File: config.mk
export PLATFORM = sky130hd
export DESIGN_NAME = eth_tx_arbiter
export DESIGN_NICKNAME = d
export VERILOG_FILES = /design/src/rtl/eth_tx_arbiter.sv
export SDC_FILE = /design/constraint.sdc
export NUM_CORES = 1
export LEC_CHECK = 0
export CORE_MARGIN = 2
export CORE_UTILIZATION = 48
export DETAILED_ROUTE_END_ITERATION = 10
export PLACE_DENSITY_LB_ADDON = 0.15
export SYNTH_ARGS = -nofsm -noshare
export SYNTH_HDL_FRONTEND = slang
export SYNTH_SLANG_ARGS = --single-unit
File: constraint.sdc
create_clock -name clock -period 2 [get_ports clock]
set_input_delay 0.4 -clock clock [delete_from_list [all_inputs] [get_ports clock]]
set_output_delay 0.4 -clock clock [all_outputs]
set_load 0.05 [all_outputs]
File: src/rtl/eth_tx_arbiter.sv
// Round-robin arbiter sharing the Ethernet TX frame builder between N_REQ sources.
// Optional BUSY watchdog is built when ETH_TX_ARB_WATCHDOG_EN is defined.
module eth_tx_arbiter #(
  parameter int unsigned       N_REQ       = 4,
  parameter int unsigned       SEL_W       = 2,
  parameter int unsigned       IFG_CYCLES  = 12,
  parameter logic [N_REQ-1:0]  PRE_IP_MASK = 4'b0100,
  parameter int unsigned       WDOG_CYCLES = 65535,
  parameter int unsigned       WDOG_W      = 16
) (
  input  logic             clock,
  input  logic             aclr,
  input  logic [N_REQ-1:0] req,
  input  logic             ip_ready,
  input  logic             tx_done,
  output logic [N_REQ-1:0] grant,
  output logic [SEL_W-1:0] tx_sel,
  output logic             tx_start,
  output logic             busy,
  output logic             tx_abort,
  output logic             wdog_err
);

  localparam int unsigned GAP_W = (IFG_CYCLES > 1) ? $clog2(IFG_CYCLES) : 1;

  if (N_REQ < 2 || N_REQ > 8 || (1 << SEL_W) < N_REQ) begin : g_bad_req_cfg
    $error("eth_tx_arbiter: N_REQ must be 2..8 and fit in SEL_W");
  end
  if (WDOG_CYCLES < 1 || WDOG_CYCLES > (2 ** WDOG_W) - 1) begin : g_bad_wdog_cfg
    $error("eth_tx_arbiter: WDOG_CYCLES must fit in WDOG_W bits");
  end

  typedef enum logic [1:0] {S_IDLE, S_BUSY, S_GAP} state_t;

  state_t             state_q, state_d;
  logic [N_REQ-1:0]   grant_q, grant_d;
  logic [SEL_W-1:0]   tx_sel_q, tx_sel_d;
  logic [SEL_W-1:0]   rr_q, rr_d;
  logic [GAP_W-1:0]   gap_q, gap_d;
  logic               tx_start_q, tx_start_d;
  logic               busy_q, busy_d;
  logic [N_REQ-1:0]   eligible;
  logic               pick_found;
  logic [SEL_W-1:0]   pick_idx;
  logic [SEL_W-1:0]   cand;
  logic               frame_end;

`ifdef ETH_TX_ARB_WATCHDOG_EN
  logic [WDOG_W-1:0]  wdog_q, wdog_d;
  logic               tx_abort_q, tx_abort_d;
  logic               wdog_err_q, wdog_err_d;
`endif

  always_comb begin
    eligible   = req & (ip_ready ? {N_REQ{1'b1}} : PRE_IP_MASK);
    pick_found = 1'b0;
    pick_idx   = '0;
    cand       = '0;
    for (int unsigned i = 0; i < N_REQ; i++) begin
      cand = SEL_W'((32'(rr_q) + i) % N_REQ);
      if (!pick_found && eligible[cand]) begin
        pick_found = 1'b1;
        pick_idx   = cand;
      end
    end
  end

  always_comb begin
    state_d    = state_q;
    grant_d    = grant_q;
    tx_sel_d   = tx_sel_q;
    rr_d       = rr_q;
    gap_d      = gap_q;
    tx_start_d = 1'b0;
    frame_end  = 1'b0;
`ifdef ETH_TX_ARB_WATCHDOG_EN
    wdog_d     = wdog_q;
    tx_abort_d = 1'b0;
    wdog_err_d = wdog_err_q;
`endif

    unique case (state_q)
      S_IDLE: begin
        if (pick_found) begin
          grant_d    = N_REQ'(1) << pick_idx;
          tx_sel_d   = pick_idx;
          tx_start_d = 1'b1;
          state_d    = S_BUSY;
`ifdef ETH_TX_ARB_WATCHDOG_EN
          wdog_d     = '0;
`endif
        end
      end
      S_BUSY: begin
        // tx_done coinciding with the tx_start cycle belongs to no accepted frame yet
        if (tx_done && !tx_start_q) begin
          frame_end = 1'b1;
        end
`ifdef ETH_TX_ARB_WATCHDOG_EN
        else if (wdog_q == WDOG_W'(WDOG_CYCLES - 1)) begin
          frame_end  = 1'b1;
          tx_abort_d = 1'b1;
          wdog_err_d = 1'b1;
        end else begin
          wdog_d = wdog_q + 1'b1;
        end
`endif
      end
      S_GAP: begin
        if (gap_q == '0) state_d = S_IDLE;
        else             gap_d   = gap_q - 1'b1;
      end
      default: state_d = S_IDLE;
    endcase

    // Normal completion and watchdog abort share the release/gap path
    if (frame_end) begin
      grant_d = '0;
      rr_d    = SEL_W'((32'(tx_sel_q) + 1) % N_REQ);
      if (IFG_CYCLES == 0) begin
        state_d = S_IDLE;
      end else begin
        state_d = S_GAP;
        gap_d   = GAP_W'(IFG_CYCLES - 1);
      end
    end

    busy_d = (state_d != S_IDLE);
  end

  always_ff @(posedge clock or posedge aclr) begin
    if (aclr) begin
      state_q    <= S_IDLE;
      grant_q    <= '0;
      tx_sel_q   <= '0;
      rr_q       <= '0;
      gap_q      <= '0;
      tx_start_q <= 1'b0;
      busy_q     <= 1'b0;
    end else begin
      state_q    <= state_d;
      grant_q    <= grant_d;
      tx_sel_q   <= tx_sel_d;
      rr_q       <= rr_d;
      gap_q      <= gap_d;
      tx_start_q <= tx_start_d;
      busy_q     <= busy_d;
    end
  end

`ifdef ETH_TX_ARB_WATCHDOG_EN
  always_ff @(posedge clock or posedge aclr) begin
    if (aclr) begin
      wdog_q     <= '0;
      tx_abort_q <= 1'b0;
      wdog_err_q <= 1'b0;
    end else begin
      wdog_q     <= wdog_d;
      tx_abort_q <= tx_abort_d;
      wdog_err_q <= wdog_err_d;
    end
  end

  assign tx_abort = tx_abort_q;
  assign wdog_err = wdog_err_q;
`else
  assign tx_abort = 1'b0;
  assign wdog_err = 1'b0;
`endif

  assign grant    = grant_q;
  assign tx_sel   = tx_sel_q;
  assign tx_start = tx_start_q;
  assign busy     = busy_q;

endmodule
==> results of run 1 <==
## area by class of cell
type / instances / area (µm²) / share of cell area (%)
clock buffer: 4 / 36.3 / 3.44
timing repair buffer: 22 / 203 / 19.2
tap: 16 / 20.0 / 1.90
sequential: 16 / 400 / 37.9
inverter: 6 / 22.5 / 2.13
multi-input combinational: 60 / 374 / 35.4
## power breakdown
| part | switching (µW) | internal [µW] | leakage (µW) |
|---|---|---|---|
| logic | 496 | 335 | 0.000270 |
| registers | 138 | 466 | 0.000192 |
| clock network | 102 | 111 | 0.0000210 |
## layout by cell type (no fill, tap or decap), drive strengths merged
cell	n
dfrtp	16
clkdlybuf4s50	15
nand2	14
buf	7
inv	6
nor2	5
o21ai	4
o22ai	4
clkbuf	4
nand3	3
xnor2	3
or4	3
nor3	3
a21oi	2
conb	2
and2b	1
or2b	1
maj3	1
a31oi	1
and3	1
or3	1
o21bai	1
o211a	1
o2bb2ai	1
or4b	1
o311ai	1
o211ai	1
nor4b	1
a21o	1
xor2	1
o21a	1
ha	1
## layer usage
metal / part of all wire (%) / up-vias / track usage [%]
li1: - / 339 / -
met1: 48 / 327 / 27.3
met2: 47 / 14 / 29.7
met3: 3.3 / 2 / 4.80
met4: 0.80 / 0 / 5.29
met5: 0 / - / 0
## registers in the layout, summed over array words and instances, names as in the netlist
register	cells
grant	4
tx_sel	2
state_q	2
gap_q	4
rr_q	2
busy	1
tx_start	1
## per-stage QoR
stage / util [%] / setup TNS [ns]
2_1_floorplan: - / 0
3_3_place_gp: 66.2 / -0.269
3_5_place_dp: 66.2 / -0.326
4_1_cts: 68.5 / 0
5_1_grt: 68.5 / 0
6_report: 68.5 / 0
## worst reg2reg max path: stages, from the launching register on
cell	delay (ns)
dfrtp_1	0.38
inv_1	0.09
ha_1	0.15
inv_1	0.06
o311ai_1	0.51
buf_4	0.24
xnor2_1	0.12
nand2_1	0.07
## cells by family (layout without fill, tap and decap cells)
kind of cell / after synthesis / in the layout / synth area share, %
xor+xnor: 4 / 4 / 4.31
flops: 16 / 16 / 49.2
fa+ha+maj: 2 / 2 / 2.77
buf+inv: 9 / 32 / 5.23
other cells: 1 / 2 / 0.461
compound gates: 18 / 18 / 14.6
simple gates: 34 / 34 / 23.4
## how the worst min path moves through the flow
stage          slack [ns]       end  cells past startpoint
4_1_cts              0.47  gap_q[1]                      2
3_3_place_gp         0.50  gap_q[3]                      2
5_1_grt              0.54  tx_start                      2
2_1_floorplan        0.31      busy                      1
6_report             0.46  gap_q[1]                      2
3_5_place_dp         0.52  gap_q[3]                      2
==> impl_metrics.yaml, run 1 <==
cells_and_area:
  fin_cells: 124
  design_area_um2: 1060
  diodes: 0
  layout-drive-gt1-share_pct: 14.8
  area_growth_pct: 29.8
  final_nets: 118
  fillers: 127
critical_path:
  crit_type: "reg -> out"
  crit_start: "tx_sel[0]"
  crit_chain: "clkdlybuf4s50_1"
  crit_buf_inv: 1
  r2r-start: "gap_q[0]"
  critPathSlowestCell: "clkdlybuf4s50_1"
  crit_required_ns: 1.60
  cp_top_family: "buffers and inverters"
  r2r-end: "gap_q[0]"
  r2r_cells: 7
  rrSetupSlack_ns: 0.27
  endpoint: "tx_sel[0]"
  arrival_ns: 1.55
  crit_fanout: 4
  crit_path_start_kind: "flip-flop"
  worstSetupPathDepth: 1
  crit_path_max_incr_delay_ns: 0.84
  critPathCaptureType: "output port"
clock_network:
  clock_sinks: 16
  hold_buffers: 0
  cts_made_buffers: 3
  post_cts.repair.setup_buffers: 0
  root_buffer: "clkbuf_4"
  cts-resized-gates: 0
  htreeDepth: 1
  cts_tree: "done"
  path_clk_slew_ns: 0.09
  clockBufferDepth: 2
  insertion_delay_ns: 0.29
power_and_ir_drop:
  powerDensity_nw_per_um2: 1560
  fin_total_pwr_uw: 1650
  vdd_drop_max_v: 0.00105
  power_leakage_uw: 0.000483
yosys:
  ys_top_cells_by_area: "dfrtp_1 49%, nand2_1 6.5%, xnor2_1 3.2%"
  synth_top_area_share_pct: 49.2
  synth-seq-cells: 16
  syn_inst: 84
  synth-main-ff-cell: "dfrtp_1"
  synth-edff-count: 0
  synth-warning-count: 0
  synth_area_per_cell_um2: 9.68
  synthMostInstantiatedCell: "dfrtp_1"
  synth_common_cells: "16 x dfrtp_1, 14 x nand2_1, 6 x inv_1, 5 x nor2_1"
  synth_async_sr_flop_share_pct: 100
  synth_area_leader_cell: "dfrtp_1"
  synth-seq-area-share_pct: 49.2
  netlist_area_um2: 813
  synth_cell_types: 33
route:
  final_antenna_net_count: 0
  drt_iter0_markers: 10
  wire_per_inst_um: 13.2
  detailedRoute.firstPassIterationCount: 4
  vias: 682
  wirelength_um: 1630
  viasPerCell: 5.50
  drc: 0
floorplan:
  num_rows: 14
  io_pins: 18
  die_x_um: 45.2
  die_area_um2: 2040
  die_y_um: 45.2
  coreArea_um2: 1540
  start_util_pct: 52.8
placement:
  routabilityCongestion: 0.947
  dpl.hpwl_um: 1180
  place_area_um2: 1020
  port_buffers: 15
  dp.cells: 120
  place_ws_ns: -0.0856
grt:
  antenna_found_initial: 0
  grt_pass1_vias: 599
  grt_util_all_layers_pct: 19.3
  grt_max_degree: 17
  overflow: 0
  grt_pass1_wl_um: 2770
timing:
  fmax_mhz: 513
  setup_viol: 0
  clock_skew_ns: 0.00427
  worst_pin_slew_ns: 0.589
  hold-worst-slack_ns: 0.457
  rsz0062_at_grt: "no"
  fin_ws_ns: 0.0525
  fin_crit_ns: 1.95
  maxSlewViolCount: 0
  fin_crit_sh_pct: 97.4
  hold_viol: 0
  slew_headroom_pct: 60.1
run_status:
  status: "finished, final reports clean"
job:
  maxCapViolCount: 0
min_path:
  hold_class: "in -> async"
No activity file was read; power rests on OpenSTA's default activity.
==> inputs of run 2 (changes only) <==
Settings changed: TNS_END_PERCENT set to 20.
==> results of run 2 <==
Final layout, timing and power as in run 1 (identical DEF).
